### config.mk
export PLATFORM = sky130hd
export DESIGN_NAME = pattern_sequencer
export DESIGN_NICKNAME = d
export VERILOG_FILES = /design/src/rtl/pattern_sequencer.sv
export SDC_FILE = /design/constraint.sdc
export NUM_CORES = 1
export LEC_CHECK = 0
export BUFFER_PORTS_ARGS = -buffer_cell sky130_fd_sc_hd__buf_2
export CORE_MARGIN = 4
export CORE_UTILIZATION = 60
export DETAILED_ROUTE_END_ITERATION = 6
export GPL_ROUTABILITY_DRIVEN = 1
export PLACE_DENSITY = 0.95
export SLEW_MARGIN = 10
export SYNTH_ARGS = -nofsm -noshare
export SYNTH_HDL_FRONTEND = slang
export SYNTH_SLANG_ARGS = --single-unit
### constraint.sdc
create_clock -name clk -period 3.65 [get_ports clk]
set_input_delay 0.1825 -clock clk [delete_from_list [all_inputs] [get_ports clk]]
set_output_delay 0.1825 -clock clk [all_outputs]
set_load 0.05 [all_outputs]
### src/rtl/pattern_sequencer.sv
// Serial pattern sequencer: shifts a captured pattern out MSB-first,
// repeated a captured number of times with an idle gap between passes.
module pattern_sequencer #(
    parameter int WIDTH      = 8,
    parameter int REP_W      = 4,
    parameter int GAP_CYCLES = 2
) (
    input  logic                     clk,
    input  logic                     rst_n,
    input  logic                     start,
    input  logic [WIDTH-1:0]         pattern,
    input  logic [REP_W-1:0]         reps,
    input  logic                     abort,
    output logic                     y,
    output logic                     busy,
    output logic                     done,
    output logic [$clog2(WIDTH)-1:0] bit_idx
);

    localparam int IW = $clog2(WIDTH);
    localparam int GW = (GAP_CYCLES > 1) ? $clog2(GAP_CYCLES) : 1;
    localparam logic [IW-1:0] LAST_IDX = IW'(WIDTH - 1);
    localparam logic [GW-1:0] GAP_LAST =
        GW'((GAP_CYCLES > 0) ? GAP_CYCLES - 1 : 0);

    typedef enum logic [1:0] {
        S_IDLE,
        S_SHIFT,
        S_GAP,
        S_DONE
    } state_t;

    state_t           r_state;
    logic [WIDTH-1:0] r_pat;
    logic [REP_W-1:0] r_rem;
    logic [GW-1:0]    r_gap;

    logic [IW-1:0]    w_nidx;
    logic [REP_W-1:0] w_rem_dec;

    assign w_nidx    = bit_idx + 1'b1;
    assign w_rem_dec = r_rem - 1'b1;

    always_ff @(posedge clk or negedge rst_n) begin
        if (!rst_n) begin
            r_state <= S_IDLE;
            r_pat   <= '0;
            r_rem   <= '0;
            r_gap   <= '0;
            y       <= 1'b0;
            busy    <= 1'b0;
            done    <= 1'b0;
            bit_idx <= '0;
        end else if (abort && r_state != S_IDLE) begin
            r_state <= S_IDLE;
            y       <= 1'b0;
            busy    <= 1'b0;
            done    <= 1'b0;
            bit_idx <= '0;
        end else begin
            unique case (r_state)
                S_IDLE: begin
                    // abort in IDLE swallows a simultaneous start
                    if (start && !abort) begin
                        if (reps != '0) begin
                            r_pat   <= pattern;
                            r_rem   <= reps;
                            r_state <= S_SHIFT;
                            y       <= pattern[WIDTH-1];
                            busy    <= 1'b1;
                            bit_idx <= '0;
                        end else begin
                            r_state <= S_DONE;
                            done    <= 1'b1;
                        end
                    end
                end
                S_SHIFT: begin
                    if (bit_idx != LAST_IDX) begin
                        bit_idx <= w_nidx;
                        y       <= r_pat[LAST_IDX - w_nidx];
                    end else begin
                        r_rem   <= w_rem_dec;
                        bit_idx <= '0;
                        if (w_rem_dec == '0) begin
                            r_state <= S_DONE;
                            y       <= 1'b0;
                            busy    <= 1'b0;
                            done    <= 1'b1;
                        end else if (GAP_CYCLES > 0) begin
                            r_state <= S_GAP;
                            r_gap   <= '0;
                            y       <= 1'b0;
                        end else begin
                            y <= r_pat[WIDTH-1];
                        end
                    end
                end
                S_GAP: begin
                    if (r_gap == GAP_LAST) begin
                        r_state <= S_SHIFT;
                        y       <= r_pat[WIDTH-1];
                    end else begin
                        r_gap <= r_gap + 1'b1;
                    end
                end
                S_DONE: begin
                    r_state <= S_IDLE;
                    done    <= 1'b0;
                end
                default: begin
                    r_state <= S_IDLE;
                end
            endcase
        end
    end

endmodule

* Yosys cells after proc, flatten, opt, wreduce, memory -nomap -nowiden
Index checks and enable logic that the tools add are counted.
Operators by class: magnitude comparators 1, $add $sub $neg 4, reductions and logical operators 20, multiplexer cells 40, bitwise operators 1, eq/ne operators 14
Operators with widths (number):
- 3-bit != test, second input constant | 7
- 1-bit two-way mux | 20
- 5-bit AND reduction | 3
- 3-bit two-way mux | 4
- 4-bit two-way mux | 3
- 4-bit AND reduction | 3
- 4-bit nonzero test | 3
- 2-bit two-way mux | 5
- 2-bit != test, second input constant | 4
- 2-bit one-hot mux with 4 select lines | 1
- 4-bit one-hot mux with 2 select lines | 1
- 1-bit one-hot mux with 3 select lines | 2
- 3-bit one-hot mux with 2 select lines | 1
- 3-bit AND reduction | 2
- 2-bit nonzero test | 3
- 2-bit equality test, second input constant | 2
- 4-bit logical NOT | 1
- 3-bit by 4-bit < comparator with 1-bit output, second input constant | 1
- 1-bit one-hot mux with 2 select lines | 2
- 4-bit by 1-bit subtractor with 4-bit output, second input constant | 1
- 3-bit by 1-bit adder with 3-bit output, second input constant | 1
- 1-bit binary-select mux with 3-bit select | 1
- 3-bit nonzero test | 1
- 3-bit subtractor, first input constant | 1
- 6 further kinds | 7
Storage, ports and cells: logic and storage cells 88, input bits 16, register bits after elaboration 21, output and inout bits 6

* Depth between registers and ports, before layout
Gate-level depths: netlist (run 1).
depth in word-level cells 7, gate-level depth with buffers 8, depth with buffers taken out 7

* Worst setup path before layout (run 1)
Ideal clock, no wire load.
path kind register to register, start point reg bit_idx[0], end point reg y, cell stages (with the launch flop) 7, data required time 3.525 ns, arrival 1.899 ns, buffers on the path 0, path slack 1.626 ns, clock period less this slack 2.024 ns, cell sequence dfrtp_1 > ha_1 > mux4_2 > nand2b_1 > nand4_1 > a31oi_1 > mux2_2
Between the ends: word-level cells in the longest chain between the ends 7
Ends and longest elaborated chain:
- start, declared | line 17 | output logic [$clog2(WIDTH)-1:0] bit_idx
- start signal, assigned | line 80 | bit_idx <= w_nidx;
- 3-bit by 1-bit adder with 3-bit output | line 41 | assign w_nidx = bit_idx + 1'b1;
- 3-bit subtractor | line 81 | y <= r_pat[LAST_IDX - w_nidx];
- 1-bit binary-select mux with 3-bit select | line 81
- 1-bit two-way mux (implied by the code) | line 81
- 1-bit two-way mux (*) | line 79 | if (bit_idx != LAST_IDX) begin
- 1-bit one-hot mux with 3 select lines (*) | line 61 | unique case (r_state)
- 1-bit two-way mux (*) | line 54 | end else if (abort && r_state != S_IDLE) begin
- end signal, assigned | line 69 | y <= pattern[WIDTH-1];
- end signal, assigned | line 81
- end signal, assigned | line 95 | y <= r_pat[WIDTH-1];
- end, declared | line 14 | output logic y,
Every way passes the cells marked *; elsewhere a longest branch is shown, timed or not. The select of a mux whose other input is x is not followed. A chain may end at the register's enable or synchronous reset.

* Final worst setup path (run 1)
start point reg r_state[0], end point reg done
Between the ends: word-level cells in the longest chain between the ends 4
Ends and longest elaborated chain:
- start, declared | line 33 | state_t r_state;
- start signal, assigned | line 46 | r_state <= S_IDLE;
- start signal, assigned | line 55 | r_state <= S_IDLE;
- start signal, assigned | line 68 | r_state <= S_SHIFT;
- 2-bit nonzero test | line 54
- 1-bit logical AND | line 54
- 3-bit != test (no line) / 4-bit nonzero test (equally long branches)
- 5-bit AND reduction (no line)
- end signal, assigned | line 52 | done <= 1'b0;
- end signal, assigned | line 58 | done <= 1'b0;
- end signal, assigned | line 74 | done <= 1'b1;
- end, declared | line 16 | output logic done,
Parallel ways exist; a longest one is shown, timed or not.

==> results of run 1 <==
[through the flow]
stage          instances  setup WS [ps]
2_1_floorplan        132           1630
4_1_cts              181           1410
5_1_grt              181           1180
6_report             181           1380
3_3_place_gp         176           1560
3_5_place_dp         176           1430
[routing by layer]
layer  vias up  wire, um  GRT usage, %
met3         6       193          5.34
met2        42      1440          32.3
met5         -         0             0
li1        519         -             -
met4         0        34          6.25
met1       530      1180          24.1
[layout by cell type, fill, tap and decap left out, types with 2 or more instances in the layout]
| cell | netlist | layout |
|---|---|---|
| a21oi_1 | 9 | 9 |
| o211ai_1 | 2 | 2 |
| clkbuf_4 | 1 | 3 |
| nand2b_1 | 4 | 4 |
| mux2i_1 | 6 | 6 |
| nand2_1 | 8 | 8 |
| ha_1 | 8 | 8 |
| mux2_2 | 10 | 10 |
| nand3b_1 | 3 | 3 |
| o21ai_0 | 9 | 9 |
| buf_2 | 1 | 21 |
| a31oi_1 | 2 | 2 |
| nand4_1 | 2 | 2 |
| nor3b_1 | 2 | 2 |
| nor2_1 | 6 | 6 |
| or3_1 | 2 | 2 |
| nand3_1 | 7 | 7 |
| dfrtp_1 | 21 | 21 |
| inv_1 | 8 | 8 |
[sequential cells by signal, summed over array words and instances, names as in the netlist]
register and count:
bit_idx 3, busy 1, done 1, r_gap 1, r_pat 8, r_rem 4, r_state 2, y 1
[logic make-up (layout without fill, tap and decap cells)]
group                    count (synthesis)  in the layout  synth area share (%)
flip-flops                              21             21                  38.6
multiplexers                            18             18                  15.2
AO/OA/AOI/OAI                           31             31                  16.2
adder cells (fa/ha/maj)                  8              8                  7.36
buffers and inverters                   13             35                  4.51
AND/OR/NAND/NOR                         41             41                  18.1
[power groups by stage]
stage | Combinational, W | Sequential (W) | Clock [W]
floorplan | 0.000524 | 0.000497 | 0
global placement | 0.000700 | 0.000429 | 0
detailed placement | 0.000733 | 0.000442 | 0
CTS | 0.000737 | 0.000436 | 0.000116
global route | 0.000809 | 0.000457 | 0.000130
finish | 0.000740 | 0.000438 | 0.000116
[final cells by class]
| class | count | area share [%] |
|---|---|---|
| flip-flops and latches | 21 | 34.9 |
| multi-input cells | 98 | 51.3 |
| well taps | 27 | 2.24 |
| clock buffers | 4 | 1.74 |
| repair buffers | 22 | 7.63 |
| inverters | 9 | 2.24 |
[path summary, 6_finish.rpt]
kind,cells after the start,endpoint,start,slack [ps]
min reg2reg,1,y$_DFFE_PN0P_,y$_DFFE_PN0P_,520
max,7,done$_DFFE_PN0P_,r_state[0]$_DFFE_PN0P_,1380
max reg2reg,7,done$_DFFE_PN0P_,r_state[0]$_DFFE_PN0P_,1380
max in group asynchronous,2,r_gap$_DFFE_PN0P_,rst_n,2980
min,2,r_pat[4]$_DFFE_PN0P_,pattern[4],90
min in group asynchronous,2,busy$_DFFE_PN0P_,rst_n,340
==> flow_summary_export.csv, run 1 <==
group,metric,value,unit
outcome,status,"complete, no violations",
synth,synthCells,132,
power_and_ir_drop,p_switching,0.000600,W
synth,yosysTopAreaCellShare,38.6,%
detailed_routing,wire_per_inst,15.8,um
placed_design,hpwl,2140,um
setup_path,critPathMaxFanout,8,
synth,ys_ff_latch,21,
global_routing,grt_pass1_wl,4850,um
power_and_ir_drop,p_int,0.000694,W
layout,multi_input_area,773,um^2
power_and_ir_drop,combinationalPowerShare,57.2,%
setup_path,slowest_delay,470,ps
floorplan,die_h,55.6,um
timing,worst_pin_slew,581,ps
timing,timing.final.crit_period,2270,ps
global_routing,grt_pass1_vias,1085,
clock_tree,clock_latency,310,ps
layout,num_antenna_cells,0,
power_and_ir_drop,power.density,858,mW/mm^2
synth,synth_nets,156,
clock_tree,cts_resized,0,
timing,clock-skew-final,7.80,ps
timing,slew_headroom,61.3,%
layout,drive_gt1_share,27.3,%
synth,ys_async_sr_fraction,100,%
layout,final_util,73.1,%
synth,synthTopCellsByCount,"21 x dfrtp_1, 10 x mux2_2, 9 x a21oi_1, 9 x o21ai_0",
synth,syn_avg_cell_area,10.3,um^2
floorplan,ios,22,
floorplan,initial_core_util,66.0,%
clock_tree,cts_buffer_depth,2,
synth,synth_flop_cell,"dfrtp_1",
synth,synth.top_cells.by_area,"dfrtp_1 39%, mux2_2 8.3%, ha_1 7.4%",
hold_path,hold_class,"in2reg",
setup_path,crit_chain,"inv_1 -> ha_1 -> inv_2 -> nand2_1 -> and2_1 -> a222oi_1 -> mux2_1",
synth,seq_area_frac_synth,38.6,%
setup_path,crit_required,3850,ps
floorplan,fp.dieW,55.6,um
timing,finalSetupViolCount,0,
floorplan,die-area,0.00309,mm^2
timing,hold_ws,94.4,ps
placed_design,postPlaceCellArea,0.00147,mm^2
detailed_routing,final_antenna_net_count,0,
timing,grt_setup_unrepaired,"false",
global_routing,grt_start_max_net_pins,22,
synth,synthDistinctLibCells,40,
power_and_ir_drop,total_power,0.00129,W
global_routing,antenna_found_initial,0,
timing,fmax,441,MHz
setup_path,crit_buf_inv,2,
clock_tree,path_clk_slew,120,ps
synth,synth-edff-count,0,
timing,hold_viol,0,
power_and_ir_drop,clock_power_share,8.9,%
power_and_ir_drop,p_leak,0.664,nW
clock_tree,cts_htree_levels,1,
synth,synth.most_common_cell,"dfrtp_1",
clock_tree,postCtsSetupBuffers,0,
global_routing,grt_util_all_layers,19.4,%
synth,synth_top_area_cell,"dfrtp_1",
layout,fillers,140,
timing,tns,0,ps
setup_path,crit_type,"reg2reg",
job,drv_cap,0,
synth,ys_warn_count,0,
detailed_routing,first_pass_iters,4,
timing,finalMaxSlewViolations,0,
setup_path,endpoint_kind,"flip-flop",
power_and_ir_drop,switching_share,46.4,%
global_routing,grt_remaining_overflow,0,
layout,fin_area,0.00151,mm^2
detailed_routing,drt_wl_total,2850,um
layout,area_growth,10.9,%
setup_path,slowest_stage,"dfrtp_1",
clock_tree,cts_root_buffer,"clkbuf_4",
clock_tree,hold_buffers,1,
setup_path,crit_family,"flip-flops",
placed_design,port_buffers,21,
floorplan,core_area,0.00206,mm^2
timing,finalCritPeriodShare,62.1,%
clock_tree,cts_made_buffers,3,
detailed_routing,drtIter0Drc,64,
clock_tree,cts_tree,"done",
layout,nets,179,
synth,synthesis.area,0.00136,mm^2
detailed_routing,vias,1097,
floorplan,num_rows,16,
setup_path,cp-start-kind,"flip-flop",
power_and_ir_drop,seqPwrFrac,33.9,%
detailed_routing,drcViolationCount,0,
placed_design,gp_congestion,0.875,
clock_tree,cts_sinks,21,
setup_path,crit_arrival,2470,ps
layout,seqCellArea,526,um^2
power_and_ir_drop,vdd_ir_drop_max,0.513,mV
detailed_routing,drt-vias-per-instance,6.06,
(Power assumes the default switching activity.)
==> inputs of run 2 (changes only) <==
--- a/config.mk
+++ b/config.mk
@@ -7,10 +7,10 @@
 export LEC_CHECK = 0
 export BUFFER_PORTS_ARGS = -buffer_cell sky130_fd_sc_hd__buf_2
 export CORE_MARGIN = 4
-export CORE_UTILIZATION = 60
+export CORE_UTILIZATION = 50
 export DETAILED_ROUTE_END_ITERATION = 6
 export GPL_ROUTABILITY_DRIVEN = 1
-export PLACE_DENSITY = 0.95
+export PLACE_DENSITY = 0.86
 export SLEW_MARGIN = 10
 export SYNTH_ARGS = -nofsm -noshare
 export SYNTH_HDL_FRONTEND = slang
==> constraint.sdc (replaced) <==
create_clock -name clk -period 1.9 [get_ports clk]
set_input_delay 0.095 -clock clk [delete_from_list [all_inputs] [get_ports clk]]
set_output_delay 0.095 -clock clk [all_outputs]
set_load 0.05 [all_outputs]
==> run 2 against run 1 <==
Net effect: the flow now finishes with violations (setup timing); non-clock buffer count rose by 21; sequential power up 86%; design area increased by 15%; global-route usage up 1.7 points; critical endpoint unchanged; largest power group unchanged.
==> flow_summary_export.csv, run 2 (synthesis results as in run 1) <==
group,metric,value,unit
outcome,status,"finished with violations",
outcome,violations,"setup timing",
detailed_routing,drcViolationCount,0,
detailed_routing,drtIter0Drc,72,
timing,finalCritPeriodShare,103,%
setup_path,crit_chain,"inv_2 -> ha_4 -> nand2_1 -> nor3b_2 -> o21ai_2 -> a222oi_1 -> mux2_1",
timing,setup_slack,-65.7,ps
setup_path,cp-start-kind,"flip-flop",
detailed_routing,drt_wl_total,3460,um
power_and_ir_drop,vdd_ir_drop_max,1.24,mV
floorplan,core_area,0.00254,mm^2
setup_path,crit_required,2090,ps
clock_tree,clock_latency,300,ps
placed_design,hpwl,2550,um
global_routing,antenna_found_initial,0,
setup_path,slowest_stage,"dfrtp_1",
setup_path,endpoint_kind,"flip-flop",
floorplan,die_h,60.2,um
clock_tree,cts_root_buffer,"clkbuf_4",
global_routing,grt_util_all_layers,21.0,%
global_routing,grt_pass1_wl,5710,um
floorplan,ios,22,
timing,hold_viol,0,
timing,slew_headroom,68.2,%
layout,fillers,187,
clock_tree,cts_made_buffers,3,
floorplan,die-area,0.00362,mm^2
timing,worst_pin_slew,464,ps
setup_path,crit_family,"compound AO/OA/AOI/OAI gates",
global_routing,grt_pass1_vias,1253,
hold_path,hold_path_depth,2,
detailed_routing,wire_per_inst,16.9,um
layout,largest_register,"r_pat",
clock_tree,cts_htree_levels,1,
setup_path,cp_num_cells,7,
layout,nets,200,
setup_path,crit_path_start,"r_rem[1]$_DFFE_PN0P_",
layout,largest_register_ff_count,8,
timing,hold_ws,21.1,ps
timing,tns,-65.7,ps
timing,timing.final.crit_period,1970,ps
clock_tree,cts_tree,"done",
layout,reg_top3,"r_pat x8, r_rem x4, bit_idx x3",
timing,finalMaxSlewViolations,0,
hold_path,hp-start,"pattern[0]",
layout,drive_gt1_share,44.6,%
timing,clock-skew-final,3.44,ps
clock_tree,cts_sinks,21,
detailed_routing,first_pass_iters,4,
layout,final_common_cell,"buf_2",
clock_tree,cts_buffer_depth,2,
timing,fmax,509,MHz
layout,num_antenna_cells,0,
placed_design,postPlaceCellArea,0.00161,mm^2
floorplan,initial_core_util,53.4,%
timing,grt_setup_unrepaired,"true",
layout,final_util,68.4,%
setup_path,slowest_delay,400,ps
global_routing,grt_remaining_overflow,0,
global_routing,grt_start_max_net_pins,22,
hold_path,hold_class,"in2reg",
setup_path,crit_arrival,2160,ps
placed_design,placed_cells,196,
layout,fin_area,0.00174,mm^2
setup_path,rr_worst_depth,7,
layout,final_cell_mix,"22 x buf_2, 20 x dfrtp_1, 17 x buf_4, 10 x mux2_2, 9 x a21oi_1",
setup_path,crit_buf_inv,1,
detailed_routing,drt-vias-per-instance,6.06,
job,drv_cap,0,
setup_path,crit_type,"reg2reg",
layout,final_cells,205,
floorplan,num_rows,18,
detailed_routing,final_antenna_net_count,0,
power_and_ir_drop,p_leak,0.770,nW
floorplan,fp.dieW,60.2,um
setup_path,critPathMaxFanout,3,
placed_design,port_buffers,21,
setup_path,r2r-start,"r_rem[1]$_DFFE_PN0P_",
placed_design,gp_congestion,0.996,
layout,area_growth,28.0,%
timing,finalSetupViolCount,1,
clock_tree,path_clk_slew,120,ps
power_and_ir_drop,power.density,1730,mW/mm^2
detailed_routing,vias,1242,
## run 2: final cells by class
class,instances,area [um^2],share of cell area (%)
multi-input cells,98,832,47.8
flip-flops and latches,21,527,30.3
repair buffers,43,282,16.2
well taps,30,37.5,2.16
inverters,9,36.3,2.08
clock buffers,4,26.3,1.51
## run 2: routing by layer
layer  share of wire, %  GRT usage [%]  up-vias
met4                2.2           7.59        0
met1                 40           26.2      617
li1                   -              -      565
met3                5.5           3.24       10
met5                  0              0        -
met2                 52           36.4       50
## run 2: final timing paths
| path | to | slack, ps |
|---|---|---|
| min | r_pat[0]$_DFFE_PN0P_ | 20 |
| max | done$_DFFE_PN0P_ | -70 |
| min reg2reg | done$_DFFE_PN0P_ | 520 |
| max reg2reg | done$_DFFE_PN0P_ | -70 |
| min in group asynchronous | r_pat[6]$_DFFE_PN0P_ | 270 |
| max in group asynchronous | bit_idx[0]$_DFFE_PN0P_ | 1280 |
## run 2: metrics by stage
step	power (W)	worst slack (ps)
after floorplan	0.00199	0.227
after CTS	0.00291	-16.8
after global placement	0.00247	53.6
after detailed placement	0.00259	-155
after global routing	0.00324	-83.1
final	0.00301	-65.7
## run 2: power breakdown
group | switching [W] | internal (W) | total [W] | leakage [nW]
clock network | 0.000131 | 0.0000816 | 0.000213 | 0.0150
logic | 0.00104 | 0.000942 | 0.00199 | 0.502
registers | 0.000156 | 0.000657 | 0.000814 | 0.253
total | 0.00133 | 0.00168 | 0.00301 | 0.770
## run 2: what timing repair did
item                                    4_1_cts  5_1_grt
cloned                                        0        1
hold buffers                                  1        0
resized for setup                            10        7
endpoints found under the setup margin       10       11
pin swaps                                     3        5
endpoints found under the hold margin        21        0
buffers inserted                              2        1
==> inputs of run 3 (changes only) <==
--- a/config.mk
+++ b/config.mk
@@ -11,6 +11,7 @@
 export DETAILED_ROUTE_END_ITERATION = 6
 export GPL_ROUTABILITY_DRIVEN = 1
 export PLACE_DENSITY = 0.86
+export SKIP_CTS_REPAIR_TIMING = 1
 export SLEW_MARGIN = 10
 export SYNTH_ARGS = -nofsm -noshare
 export SYNTH_HDL_FRONTEND = slang
==> run 3 against run 2 <==
Net effect: the flow still finishes with violations (setup timing); cell count rose by 0.98%; combinational power hardly changed; sequential share of layout area is 0.37 points lower; design area increased by 1.2%; sequential power about the same; die area is the same; core utilization grew 0.84 points; flip-flop and latch count did not move; critical path type unchanged; largest cell class unchanged.
==> flow_summary_export.csv, run 3 (synthesis results as in run 1) <==
group,metric,value,unit
outcome,status,"finished with violations",
outcome,violations,"setup timing",
clock_tree,cts_sinks,21,
clock_tree,cts_htree_levels,1,
detailed_routing,drt-vias-per-instance,5.97,
hold_path,hp-start,"pattern[0]",
hold_path,hold_path_depth,2,
detailed_routing,first_pass_iters,4,
setup_path,critPathMaxFanout,3,
detailed_routing,drtIter0Drc,76,
layout,area_growth,29.5,%
setup_path,r2r-start,"r_rem[1]$_DFFE_PN0P_",
power_and_ir_drop,power.density,1730,mW/mm^2
power_and_ir_drop,combinationalPowerShare,66.2,%
power_and_ir_drop,p_int,0.00170,W
setup_path,cp-start-kind,"flip-flop",
layout,largest_register_ff_count,8,
floorplan,num_rows,18,
clock_tree,cts_buffer_depth,2,
placed_design,port_buffers,21,
setup_path,worstReg2RegEnd,"done$_DFFE_PN0P_",
clock_tree,cts_made_buffers,3,
floorplan,initial_core_util,53.4,%
layout,final_cell_mix,"22 x buf_2, 20 x dfrtp_1, 20 x buf_4, 10 x mux2_2, 9 x a21oi_1",
detailed_routing,drt_wl_total,3520,um
detailed_routing,final_antenna_net_count,0,
clock_tree,cts_tree,"done",
timing,finalMaxSlewViolations,0,
global_routing,grt_pass1_wl,5580,um
layout,final_util,69.2,%
timing,fmax,487,MHz
power_and_ir_drop,switching_share,44.3,%
layout,final_cells,207,
timing,clock-skew-final,4.43,ps
hold_path,hold_class,"in2reg",
clock_tree,path_clk_slew,120,ps
floorplan,fp.dieW,60.2,um
layout,reg_top3,"r_pat x8, r_rem x4, bit_idx x3",
timing,hold_viol,0,
layout,nets,202,
global_routing,grt_remaining_overflow,0,
setup_path,rr_worst_depth,7,
timing,worst_pin_slew,462,ps
layout,drive_gt1_share,44.6,%
power_and_ir_drop,clock_power_share,7.1,%
global_routing,grt_pass1_vias,1234,
timing,finalSetupViolCount,2,
detailed_routing,wire_per_inst,17.0,um
layout,final_common_cell,"buf_2",
setup_path,endpoint_kind,"flip-flop",
layout,largest_register,"r_pat",
floorplan,die_h,60.2,um
floorplan,core_area,0.00254,mm^2
setup_path,crit_type,"reg2reg",
timing,grt_setup_unrepaired,"true",
power_and_ir_drop,seqPwrFrac,26.8,%
floorplan,ios,22,
clock_tree,cts_root_buffer,"clkbuf_4",
placed_design,gp_congestion,0.996,
detailed_routing,drcViolationCount,0,
power_and_ir_drop,p_leak,0.786,nW
hold_path,min_to,"r_pat[0]$_DFFE_PN0P_",
placed_design,placed_cells,196,
placed_design,postPlaceCellArea,0.00161,mm^2
layout,num_antenna_cells,0,
timing,timing.final.crit_period,2050,ps
timing,slew_headroom,68.3,%
power_and_ir_drop,vdd_ir_drop_max,1.19,mV
global_routing,grt_start_max_net_pins,22,
timing,finalCritPeriodShare,108,%
layout,fin_area,0.00176,mm^2
power_and_ir_drop,p_switching,0.00135,W
job,drv_cap,0,
setup_path,worst-r2r-setup-slack,-150,ps
setup_path,crit_arrival,2240,ps
placed_design,hpwl,2550,um
global_routing,antenna_found_initial,0,
clock_tree,clock_latency,300,ps
timing,hold_ws,23.1,ps
setup_path,crit_required,2090,ps
floorplan,die-area,0.00362,mm^2
timing,tns,-178,ps
global_routing,grt_util_all_layers,20.4,%
timing,setup_slack,-151,ps
detailed_routing,vias,1235,
run 3: layout make-up:
| cell class | count | area [um^2] |
|---|---|---|
| Sequential cell | 21 | 527 |
| Multi-Input combinational cell | 98 | 842 |
| Fill cell | 191 | 783 |
| Timing Repair Buffer | 45 | 293 |
| Clock buffer | 4 | 26.3 |
| Tap cell | 30 | 37.5 |
| Inverter | 9 | 36.3 |
run 3: worst max path at each step:
stage / startpoint / to / slack [ps] / depth (start not counted)
final: r_rem[1]$_DFFE_PN0P_ / done$_DFFE_PN0P_ / -150 / 7
after global routing: r_rem[1]$_DFFE_PN0P_ / done$_DFFE_PN0P_ / -150 / 7
after CTS: r_rem[1]$_DFFE_PN0P_ / done$_DFFE_PN0P_ / -170 / 7
after detailed placement: r_rem[1]$_DFFE_PN0P_ / done$_DFFE_PN0P_ / -160 / 7
after global placement: r_state[1]$_DFFE_PN0P_ / r_pat[7]$_DFFE_PN0P_ / 50 / 5
after floorplan: bit_idx[1]$_DFFE_PN0P_ / y$_DFFE_PN0P_ / 0.2 / 6
run 3: power groups by stage:
stage                     Combinational, W  Sequential (W)  Clock (W)
final                              0.00201        0.000814   0.000216
after CTS                          0.00178        0.000807   0.000220
after global routing               0.00218        0.000851   0.000237
after detailed placement           0.00177        0.000816          0
after floorplan                    0.00103        0.000958          0
after global placement             0.00169        0.000789          0
run 3: metrics by stage:
step	total power, W	worst slack, ps
3_3_place_gp	0.00247	53.6
4_1_cts	0.00281	-165
3_5_place_dp	0.00259	-155
2_1_floorplan	0.00199	0.227
6_report	0.00304	-151
5_1_grt	0.00326	-155
run 3: critical path, stage by stage (launching register included):
cell and delay, ps:
dfrtp_1 420, inv_2 120, ha_4 170, nand2_1 100, nor3b_2 280, o21ai_2 110
a222oi_1 370, mux2_1 360
run 3: routing by layer:
layer / vias to the layer above / global-route usage [%] / part of all wire (%) / routed length [um]
li1: 570 / - / - / -
met1: 599 / 24.7 / 39 / 1380
met2: 56 / 36.4 / 52 / 1840
met3: 10 / 3.67 / 6.5 / 230
met4: 0 / 6.33 / 1.9 / 68
met5: - / 0 / 0 / 0
